===== config.mk =====
export PLATFORM = sky130hd
export DESIGN_NAME = video_stream_gen_flat
export DESIGN_NICKNAME = d
export VERILOG_FILES = /design/src/rtl/video_stream_gen_if.sv /design/src/rtl/video_stream_gen.sv /design/src/flat_wrapper.sv
export SDC_FILE = /design/constraint.sdc
export NUM_CORES = 1
export LEC_CHECK = 0
export ABC_AREA = 0
export CAP_MARGIN = 0
export CORE_MARGIN = 1.5
export CORE_UTILIZATION = 30
export DETAILED_ROUTE_END_ITERATION = 6
export HOLD_SLACK_MARGIN = 0.03
export PLACE_DENSITY = 0.52
export SLEW_MARGIN = 10
export SYNTH_ARGS = -nofsm -noshare
export SYNTH_HDL_FRONTEND = slang
export SYNTH_SLANG_ARGS = --single-unit

===== constraint.sdc =====
create_clock -name clk -period 3.65 [get_ports clk]
set_input_delay 1.095 -clock clk [delete_from_list [all_inputs] [get_ports clk]]
set_output_delay 1.095 -clock clk [all_outputs]
set_load 0.05 [all_outputs]

===== src/rtl/video_stream_gen_if.sv =====
`default_nettype none
// ============================================================================
//  Module      : video_stream_gen_if
//  Description : Memory read port and pixel stream bundle for video_stream_gen.
//                master = frame generator, slave = memory / stream consumer.
//  Revision    : 1.0  initial release
// ============================================================================
interface video_stream_gen_if #(
  parameter int PIXEL_WIDTH = 8,
  parameter int ADDR_WIDTH  = 19
);
  logic                       mem_rd;
  logic [ADDR_WIDTH-1:0]      mem_addr;
  logic [3*PIXEL_WIDTH-1:0]   mem_data;
  logic                       vsync;
  logic                       hsync;
  logic                       data_valid;
  logic [PIXEL_WIDTH-1:0]     data_r;
  logic [PIXEL_WIDTH-1:0]     data_g;
  logic [PIXEL_WIDTH-1:0]     data_b;

  modport master (
    output mem_rd, mem_addr,
    input  mem_data,
    output vsync, hsync, data_valid, data_r, data_g, data_b
  );

  modport slave (
    input  mem_rd, mem_addr,
    output mem_data,
    input  vsync, hsync, data_valid, data_r, data_g, data_b
  );
endinterface
`default_nettype wire


===== src/rtl/video_stream_gen.sv =====
`default_nettype none
// ============================================================================
//  Module      : video_stream_gen
//  Description : Raster-order frame source. Reads a stored frame through a
//                1-cycle-latency read port and emits vsync/hsync/data_valid
//                plus R/G/B with configurable horizontal/vertical blanking.
//                Single-shot or continuous generation.
//                Optional macro VSG_TEST_PATTERN_EN adds an internal
//                col/row test pattern selected per frame by i_pattern_en.
//  Revision    : 1.0  initial release
// ============================================================================
module video_stream_gen #(
  parameter     MODE        = "GRAYSCALE",
  parameter int IMG_WIDTH   = 640,
  parameter int IMG_HEIGHT  = 480,
  parameter int PIXEL_WIDTH = 8,
  parameter int H_BLANK     = 16,
  parameter int V_BLANK     = 32,
  parameter int ADDR_WIDTH  = 19
) (
  input  logic                clk,
  input  logic                rst,
  input  logic                i_start,
  input  logic                i_continuous,
`ifdef VSG_TEST_PATTERN_EN
  input  logic                i_pattern_en,
`endif
  video_stream_gen_if.master  io_vs,
  output logic                o_busy,
  output logic [31:0]         o_frame_count
);

  localparam int c_NPIX    = IMG_WIDTH * IMG_HEIGHT;
  localparam int c_CNT_MAX = (IMG_WIDTH > H_BLANK) ?
                             ((IMG_WIDTH > V_BLANK) ? IMG_WIDTH : V_BLANK) :
                             ((H_BLANK > V_BLANK) ? H_BLANK : V_BLANK);
  localparam int c_CNT_W   = $clog2(c_CNT_MAX + 1);
  localparam int c_ROW_W   = $clog2(IMG_HEIGHT + 1);

  typedef enum logic [2:0] {
    S_IDLE   = 3'd0,
    S_VSYNC  = 3'd1,
    S_HSYNC  = 3'd2,
    S_ACTIVE = 3'd3,
    S_HBLANK = 3'd4,
    S_VBLANK = 3'd5
  } state_t;

  state_t                  r_state;
  state_t                  w_state_next;
  logic [c_CNT_W-1:0]      r_cnt;
  logic [c_ROW_W-1:0]      r_row;
  logic [ADDR_WIDTH-1:0]   r_addr;
  logic                    r_busy;
  logic [31:0]             r_frame_count;
  logic                    r_vsync;
  logic                    r_hsync;
  logic                    r_valid;
  logic                    w_pat_on;
  logic                    w_vblank_last;
  logic [PIXEL_WIDTH-1:0]  w_mem_r;
  logic [PIXEL_WIDTH-1:0]  w_mem_g;
  logic [PIXEL_WIDTH-1:0]  w_mem_b;
  logic [PIXEL_WIDTH-1:0]  w_src_r;
  logic [PIXEL_WIDTH-1:0]  w_src_g;
  logic [PIXEL_WIDTH-1:0]  w_src_b;

  assign w_vblank_last = (r_state == S_VBLANK) && (r_cnt == c_CNT_W'(V_BLANK - 1));

  // Next-state selection: walk the raster timeline, blanking counts via r_cnt
  always_comb begin
    w_state_next = r_state;
    case (r_state)
      S_IDLE:   if (i_start) w_state_next = S_VSYNC;
      S_VSYNC:  w_state_next = S_HSYNC;
      S_HSYNC:  w_state_next = S_ACTIVE;
      S_ACTIVE: if (r_cnt == c_CNT_W'(IMG_WIDTH - 1)) w_state_next = S_HBLANK;
      S_HBLANK: if (r_cnt == c_CNT_W'(H_BLANK - 1))
                  w_state_next = (r_row == c_ROW_W'(IMG_HEIGHT - 1)) ? S_VBLANK : S_HSYNC;
      S_VBLANK: if (w_vblank_last) w_state_next = i_continuous ? S_VSYNC : S_IDLE;
      default:  w_state_next = S_IDLE;
    endcase
  end

  // State register plus position counters, frame counter and delayed strobes
  always_ff @(posedge clk) begin
    if (rst) begin
      r_state       <= S_IDLE;
      r_cnt         <= '0;
      r_row         <= '0;
      r_addr        <= '0;
      r_busy        <= 1'b0;
      r_frame_count <= '0;
      r_vsync       <= 1'b0;
      r_hsync       <= 1'b0;
      r_valid       <= 1'b0;
    end else begin
      r_state <= w_state_next;
      r_busy  <= (w_state_next != S_IDLE);
      // r_cnt restarts on every state change so each state counts from 0
      if ((w_state_next != r_state) || (r_state == S_IDLE))
        r_cnt <= '0;
      else
        r_cnt <= r_cnt + 1'b1;
      if (r_state == S_VSYNC)
        r_row <= '0;
      else if ((r_state == S_HBLANK) && (w_state_next == S_HSYNC))
        r_row <= r_row + 1'b1;
      // Linear address saturates on the last pixel so it never leaves the frame
      if (r_state == S_VSYNC)
        r_addr <= '0;
      else if ((r_state == S_ACTIVE) && (r_addr != ADDR_WIDTH'(c_NPIX - 1)))
        r_addr <= r_addr + 1'b1;
      if (w_vblank_last)
        r_frame_count <= r_frame_count + 32'd1;
      r_vsync <= (r_state == S_VSYNC);
      r_hsync <= (r_state == S_HSYNC);
      r_valid <= (r_state == S_ACTIVE);
    end
  end

  if (MODE == "GRAYSCALE") begin : g_gray_mem
    logic w_unused_mem_hi;
    assign w_unused_mem_hi = ^io_vs.mem_data[3*PIXEL_WIDTH-1:PIXEL_WIDTH];
    assign w_mem_r = io_vs.mem_data[PIXEL_WIDTH-1:0];
    assign w_mem_g = io_vs.mem_data[PIXEL_WIDTH-1:0];
    assign w_mem_b = io_vs.mem_data[PIXEL_WIDTH-1:0];
  end else begin : g_rgb_mem
    assign w_mem_r = io_vs.mem_data[3*PIXEL_WIDTH-1:2*PIXEL_WIDTH];
    assign w_mem_g = io_vs.mem_data[2*PIXEL_WIDTH-1:PIXEL_WIDTH];
    assign w_mem_b = io_vs.mem_data[PIXEL_WIDTH-1:0];
  end

`ifdef VSG_TEST_PATTERN_EN
  logic                r_pat_en;
  logic [c_CNT_W-1:0]  r_pcol;
  logic [c_ROW_W-1:0]  r_prow;

  // Pattern select is frozen per frame; col/row are delayed to match r_valid
  always_ff @(posedge clk) begin
    if (rst) begin
      r_pat_en <= 1'b0;
      r_pcol   <= '0;
      r_prow   <= '0;
    end else begin
      if (r_state == S_VSYNC)
        r_pat_en <= i_pattern_en;
      if (r_state == S_ACTIVE) begin
        r_pcol <= r_cnt;
        r_prow <= r_row;
      end
    end
  end

  assign w_pat_on = r_pat_en;

  if (MODE == "GRAYSCALE") begin : g_gray_pat
    logic w_unused_prow;
    assign w_unused_prow = ^r_prow;
    assign w_src_r = r_pat_en ? PIXEL_WIDTH'(r_pcol) : w_mem_r;
    assign w_src_g = r_pat_en ? PIXEL_WIDTH'(r_pcol) : w_mem_g;
    assign w_src_b = r_pat_en ? PIXEL_WIDTH'(r_pcol) : w_mem_b;
  end else begin : g_rgb_pat
    assign w_src_r = r_pat_en ? PIXEL_WIDTH'(r_pcol) : w_mem_r;
    assign w_src_g = r_pat_en ? PIXEL_WIDTH'(r_prow) : w_mem_g;
    assign w_src_b = r_pat_en ? (PIXEL_WIDTH'(r_pcol) ^ PIXEL_WIDTH'(r_prow)) : w_mem_b;
  end
`else
  assign w_pat_on = 1'b0;
  assign w_src_r  = w_mem_r;
  assign w_src_g  = w_mem_g;
  assign w_src_b  = w_mem_b;
`endif

  // Read data arrives in the same cycle as r_valid; zero it outside valid
  assign io_vs.mem_rd     = (r_state == S_ACTIVE) && !w_pat_on;
  assign io_vs.mem_addr   = r_addr;
  assign io_vs.vsync      = r_vsync;
  assign io_vs.hsync      = r_hsync;
  assign io_vs.data_valid = r_valid;
  assign io_vs.data_r     = r_valid ? w_src_r : '0;
  assign io_vs.data_g     = r_valid ? w_src_g : '0;
  assign io_vs.data_b     = r_valid ? w_src_b : '0;
  assign o_busy           = r_busy;
  assign o_frame_count    = r_frame_count;

endmodule
`default_nettype wire


===== src/flat_wrapper.sv =====
// flat-port wrapper written by rule: the top's interface ports become plain ports
module video_stream_gen_flat 
#(
  parameter     MODE        = "         ",
  parameter int IMG_WIDTH   = 640,
  parameter int IMG_HEIGHT  = 480,
  parameter int PIXEL_WIDTH = 8,
  parameter int H_BLANK     = 16,
  parameter int V_BLANK     = 32,
  parameter int ADDR_WIDTH  = 19
)
  (clk, rst, i_start, i_continuous, o_busy, o_frame_count, io_vs_mem_rd, io_vs_mem_addr, io_vs_mem_data, io_vs_vsync, io_vs_hsync, io_vs_data_valid, io_vs_data_r, io_vs_data_g, io_vs_data_b);
  video_stream_gen_if #(.PIXEL_WIDTH(PIXEL_WIDTH), .ADDR_WIDTH(ADDR_WIDTH)) io_vs_i ();
  input  logic clk;
  input  logic rst;
  input  logic i_start;
  input  logic i_continuous;
  output logic o_busy;
  output logic [31:0] o_frame_count;
  output wire logic [$bits(io_vs_i.mem_rd)-1:0] io_vs_mem_rd;
  output wire logic [$bits(io_vs_i.mem_addr)-1:0] io_vs_mem_addr;
  input wire logic [$bits(io_vs_i.mem_data)-1:0] io_vs_mem_data;
  output wire logic [$bits(io_vs_i.vsync)-1:0] io_vs_vsync;
  output wire logic [$bits(io_vs_i.hsync)-1:0] io_vs_hsync;
  output wire logic [$bits(io_vs_i.data_valid)-1:0] io_vs_data_valid;
  output wire logic [$bits(io_vs_i.data_r)-1:0] io_vs_data_r;
  output wire logic [$bits(io_vs_i.data_g)-1:0] io_vs_data_g;
  output wire logic [$bits(io_vs_i.data_b)-1:0] io_vs_data_b;
  assign io_vs_mem_rd = io_vs_i.mem_rd;
  assign io_vs_mem_addr = io_vs_i.mem_addr;
  assign io_vs_i.mem_data = io_vs_mem_data;
  assign io_vs_vsync = io_vs_i.vsync;
  assign io_vs_hsync = io_vs_i.hsync;
  assign io_vs_data_valid = io_vs_i.data_valid;
  assign io_vs_data_r = io_vs_i.data_r;
  assign io_vs_data_g = io_vs_i.data_g;
  assign io_vs_data_b = io_vs_i.data_b;
  video_stream_gen #(.MODE(MODE), .IMG_WIDTH(IMG_WIDTH), .IMG_HEIGHT(IMG_HEIGHT), .PIXEL_WIDTH(PIXEL_WIDTH), .H_BLANK(H_BLANK), .V_BLANK(V_BLANK), .ADDR_WIDTH(ADDR_WIDTH)) u_core (.clk(clk), .rst(rst), .i_start(i_start), .i_continuous(i_continuous), .io_vs(io_vs_i), .o_busy(o_busy), .o_frame_count(o_frame_count));
endmodule

# Word level (Yosys, flattened, before mapping)
# Index checks and enable logic that the tools add are counted.
[op_classes]
n_eq_ne = 12
muxes = 10
add_sub_neg = 4
n_reduce_logical = 8
[ops]
columns = ["operator", "n"]
rows = [
  ["$add A32 B1 Y32 const B", 1],
  ["$mux W8", 3],
  ["$add A19 B1 Y19 const B", 1],
  ["$ne A19 B19 Y1 const B", 1],
  ["$pmux W3 S6", 1],
  ["$mux W3", 5],
  ["$add A10 B1 Y10 const B", 1],
  ["$eq A10 B10 Y1 const B", 1],
  ["$eq A10 B4 Y1 const B", 1],
  ["$eq A10 B5 Y1 const B", 1],
  ["$add A9 B1 Y9 const B", 1],
  ["$eq A3 B2 Y1 const B", 3],
  ["$eq A9 B9 Y1 const B", 1],
  ["$eq A3 B3 Y1 const B", 2],
  ["$reduce_or A2 Y1", 2],
  ["$eq A3 B1 Y1 const B", 1],
  ["$logic_and A1 B1 Y1", 3],
  ["$logic_not A3 Y1", 1],
  ["$ne A3 B3 Y1", 1],
  ["$reduce_bool A3 Y1", 1],
  ["$logic_or A1 B1 Y1", 1],
  ["$mux W1", 1],
]
[totals]
in_bits = 28
regBits = 77
word_cells = 43

# Longest topological paths before layout
[depth]
ltp_word = 7
depth_mapped = 9

# Worst setup path after synthesis
# OpenSTA, ideal clock, no wires.
[synth_path]
kind = "in2out"
start = "input io_vs_mem_data[0]"
end = "output io_vs_data_b[0]"
path_stages = 1
arrival_time_ns = 1.507
setup_slack_ns = 1.048
cell_sequence = "and2_1"
[synth_between]
elab_chain_len = 1
[synth_rtl]
columns = ["element", "line_no", "text"]
rows = [
  ["from (decl)", "flat_wrapper.sv:22", "input wire logic [$bits(io_vs_i.mem_data)-1:0] io_vs_mem_data;"],
  ["$mux W8", "video_stream_gen.sv:183", "assign io_vs.data_b = r_valid ? w_src_b : '0;"],
  ["to (decl)", "flat_wrapper.sv:28", "output wire logic [$bits(io_vs_i.data_b)-1:0] io_vs_data_b;"],
]
# Every way passes these cells.

# Final worst setup path
[layout_path]
start = "register u_core.r_state[0]"
end = "output io_vs_mem_rd"
[layout_between]
elab_chain_len = 1
[layout_rtl]
columns = ["element", "line_no", "text"]
rows = [
  ["from (decl)", "video_stream_gen.sv:49", "state_t r_state;"],
  ["from (signal assigned)", "video_stream_gen.sv:98", "r_state <= w_state_next;"],
  ["$eq A3 B2 Y1", "video_stream_gen.sv:176", "assign io_vs.mem_rd = (r_state == S_ACTIVE) && !w_pat_on;"],
  ["to (decl)", "flat_wrapper.sv:20", "output wire logic [$bits(io_vs_i.mem_rd)-1:0] io_vs_mem_rd;"],
]
# Every way passes these cells.

==> summary.md <==
| Metric | Value |
|---|---|
| Mapped Area | `3789 um^2` |
| CTS clk-pin slew, worst paths | `60 ps` |
| Ys Warns | `0` |
| Largest net degree at the start of global routing | `40` |
| Relative slew slack | `32.83%` |
| Setup TNS | `0 ps` |
| Final HPWL DP | `7.296 mm` |
| Synth unique cells | `45` |
| Fin nets | `589` |
| Met2 wire len | `4.753 mm` |
| Critical path class | `flop to output port` |
| Routed met1 length | `4.644 mm` |
| # setup viols final | `0` |
| Synth Flop Type | `dfxtp_1` |
| Post-route ant nets | `0` |
| First-pass GRT wire length | `16.57 mm` |
| MaxCap Viol Count | `0` |
| Core area | `12,160 um^2` |
| Chip width | `115.4 um` |
| Top delay family on crit path | `buffers and inverters` |
| Post-synth net total | `489` |
| Critical-path top delay cell | `dfxtp_1` |
| Syn_area_per_cell | `8.290 um^2` |
| Clock power frac | `49.4%` |
| Design Power | `0.001957 W` |
| All-Layer GR Usage | `15.70%` |
| Die area | `13,310 um^2` |
| Vias per cell | `4.860` |
| Logic pwr share | `7.0%` |
| Avg WL per Cell | `13.86 um` |
| Pre-Repair DR Iteration Count | `4` |
| Final Cycle Share | `85.38%` |
| Async set-or-reset flop fraction in the synthesized netlist | `0%` |
| Clk sinks | `77` |
| Post-synth EDFFs | `0` |
| CP Launch Type | `flop` |
| Max Used Layer | `met4` |
| Initial antenna violation count | `0` |
| Worst Skew | `7.147 ps` |
| Sequential power share | `43.6%` |
| Placer Congestion | `0.7633` |
| Cell Int Power | `0.001525 W` |
| Final Slew Violations | `0` |
| Via count | `3,548` |
| Met3 WL post-DR | `589 um` |
| CTS Root Cell | `clkbuf_16` |
| Pleak | `1.803 nW` |
| #FFs+latches synth | `77` |
| Initial DRC count | `219` |
| Row cnt | `40` |
| Pwr dens | `350.0 nW/um^2` |
| Post-route cell area | `5592 um^2` |
| TritonCTS clock tree | `yes` |
| Hold Fails Final Rpt | `0` |
| DRC viols | `0` |
| PortBufs | `107` |
| Req. time, crit path | `2550 ps` |
| Detailed Route WL | `10.12 mm` |
| IO Pins | `108` |
| Ant diodes | `0` |
| Max clock buf depth | `2` |
| Sequential-to-total area share from yosys stat | `40.69%` |
| Crit path top cell by count | `inv_1` |
| Max VDD drop | `0.0003437 V` |
| Ratio of cells with drive above 1 in the final layout | `8.897%` |
| Total global routing overflow | `0` |
| Worst-margin pin slew | `999.9 ps` |
| Die H | `115.4 um` |
| Switching pwr | `0.0004323 W` |
| Peak Freq | `0.3209 GHz` |
| Sw Share | `22.09%` |
| Final Hold Slack | `489.7 ps` |
| Max Fanout on Critical Path | `9` |
| Final Critical Period | `3117 ps` |
| Worst min path class | `flop to flop` |
| Critical path endpoint category | `output port` |
| Crit path DAT | `2020 ps` |
| Slowest stage delay, CP | `480 ps` |
| Clock latency on the worst-skew pair | `340 ps` |
| Buf/Inv on CP | `3` |
| Post-placement cell area | `5263 um^2` |
| Vias in the first global route | `3,272` |
| Setup Fix Bufs, Post-CTS | `0` |
| Critical path, cell by cell | `inv_1 -> or2_2 -> inv_1 -> dlymetal6s2s_1` |
| Gate Count Post-Synth | `457` |
| RSZ-0062 raised after global routing | `no` |
| Initial Utilization | `31.15%` |
| Outcome | `completed` |
| H-tree levels | `3` |
| Layout area overhead | `47.59%` |
| Inserted Clock Buffers | `9` |
what timing repair did:
action                                  4_1_cts  5_1_grt
endpoints found under the hold margin         0        0
gates resized for setup                       0        1
endpoints found under the setup margin        0        1
hold buffers                                  0        0
flip-flops by register name, indices dropped and copies added, names as in the netlist:
signal / count
u_core.io_vs.data_valid: 1
u_core.io_vs.hsync: 1
u_core.io_vs.mem_addr: 19
u_core.io_vs.vsync: 1
u_core.o_busy: 1
u_core.o_frame_count: 32
u_core.r_cnt: 10
u_core.r_row: 9
u_core.r_state: 3
power groups by stage:
| stage | clock network (W) | registers (W) | logic [W] |
|---|---|---|---|
| global route | 0.00104 | 0.000855 | 0.000147 |
| finish | 0.000966 | 0.000854 | 0.000137 |
| floorplan | 0 | 0.000882 | 0.0000596 |
| detailed placement | 0 | 0.000872 | 0.000138 |
| global placement | 0 | 0.000872 | 0.000137 |
| CTS | 0.000995 | 0.000854 | 0.000139 |
metal layers:
layer	track usage, %	vias up
li1	-	1814
met1	19.99	1631
met2	25.36	90
met3	4.481	13
met4	5.679	0
met5	0	-
layout by cell type (no fill, tap or decap), types with 2 or more instances in the layout:
master / n
o21ai_0: 11
and3_1: 4
nand4bb_1: 2
dfxtp_1: 77
buf_4: 6
xor2_1: 10
inv_1: 7
nand2b_1: 4
a31oi_1: 2
nor3_1: 23
nor4_1: 20
ha_1: 4
and2_1: 28
buf_12: 24
and4_1: 8
clkinvlp_4: 2
nor4b_1: 3
or4_1: 4
bufinv_16: 2
a21oi_1: 19
clkdlybuf4s50_1: 82
nand4b_1: 3
clkbuf_16: 9
nand2_1: 31
nor3b_1: 3
or3b_2: 2
nand3_1: 23
mux2i_1: 2
nor2_1: 58
or3_1: 11
xnor2_1: 44
nand4_1: 14
area by class of cell:
class,instances,area (um^2)
fill,1211,6570
multi-input combinational,349,2128
sequential,77,1541
timing repair buffer,113,1359
clock buffer,11,242.7
tap,168,210.2
clock inverter,5,83.83
inverter,7,26.28
through the flow:
stage / cells / util (%) / worst slack, ps
6_report: 730 / 45.98 / 533.5
3_5_place_dp: 714 / 43.27 / 486.0
3_3_place_gp: 714 / 43.27 / 550.7
4_1_cts: 730 / 45.96 / 115.3
5_1_grt: 730 / 45.98 / 364.2
2_1_floorplan: 457 / - / 1048
synth_stat cells (2+ instances only):
cell / count / area, um^2
nor4_1: 20 / 125.1
nand4_1: 14 / 87.58
or3b_2: 2 / 17.52
mux2i_1: 2 / 20.02
or4_1: 4 / 30.03
inv_1: 7 / 26.28
nor3b_1: 3 / 22.52
or3_1: 11 / 68.82
xor2_1: 10 / 87.58
nand2_1: 31 / 116.4
and2_1: 28 / 175.2
nand4bb_1: 2 / 22.52
nor3_1: 23 / 115.1
a21oi_1: 19 / 95.09
dfxtp_1: 77 / 1541
a31oi_1: 2 / 12.51
clkbuf_1: 20 / 75.07
nor4b_1: 3 / 26.28
and3_1: 4 / 25.02
and4_1: 8 / 70.07
buf_1: 2 / 7.510
xnor2_1: 44 / 385.4
nor2_1: 58 / 217.7
o21ai_0: 11 / 55.05
nand2b_1: 4 / 25.02
buf_2: 2 / 10.01
ha_1: 4 / 50.05
nand3_1: 23 / 115.1
nand4b_1: 3 / 26.28
worst paths after layout:
kind	cells past startpoint	to	start	slack, ps
setup / recovery	4	io_vs_mem_rd	u_core.r_state[0]	530
hold / removal	1	u_core.r_cnt[0]	u_core.r_cnt[0]	490
setup reg to reg	6	u_core.o_frame_count[28]	u_core.r_cnt[0]	790
hold reg to reg	1	u_core.r_cnt[0]	u_core.r_cnt[0]	490
cell families (layout without fill, tap and decap cells):
family / after synthesis / in the layout / share of synthesized area [%]
AO/OA/AOI/OAI: 43 / 43 / 6.639
XOR/XNOR: 54 / 54 / 12.48
adder cells (fa/ha/maj): 4 / 4 / 1.321
buffers and inverters: 31 / 136 / 3.138
flip-flops: 77 / 77 / 40.69
multiplexers: 3 / 3 / 0.8256
AND/OR/NAND/NOR: 245 / 245 / 34.91
(Power assumes the default switching activity.)
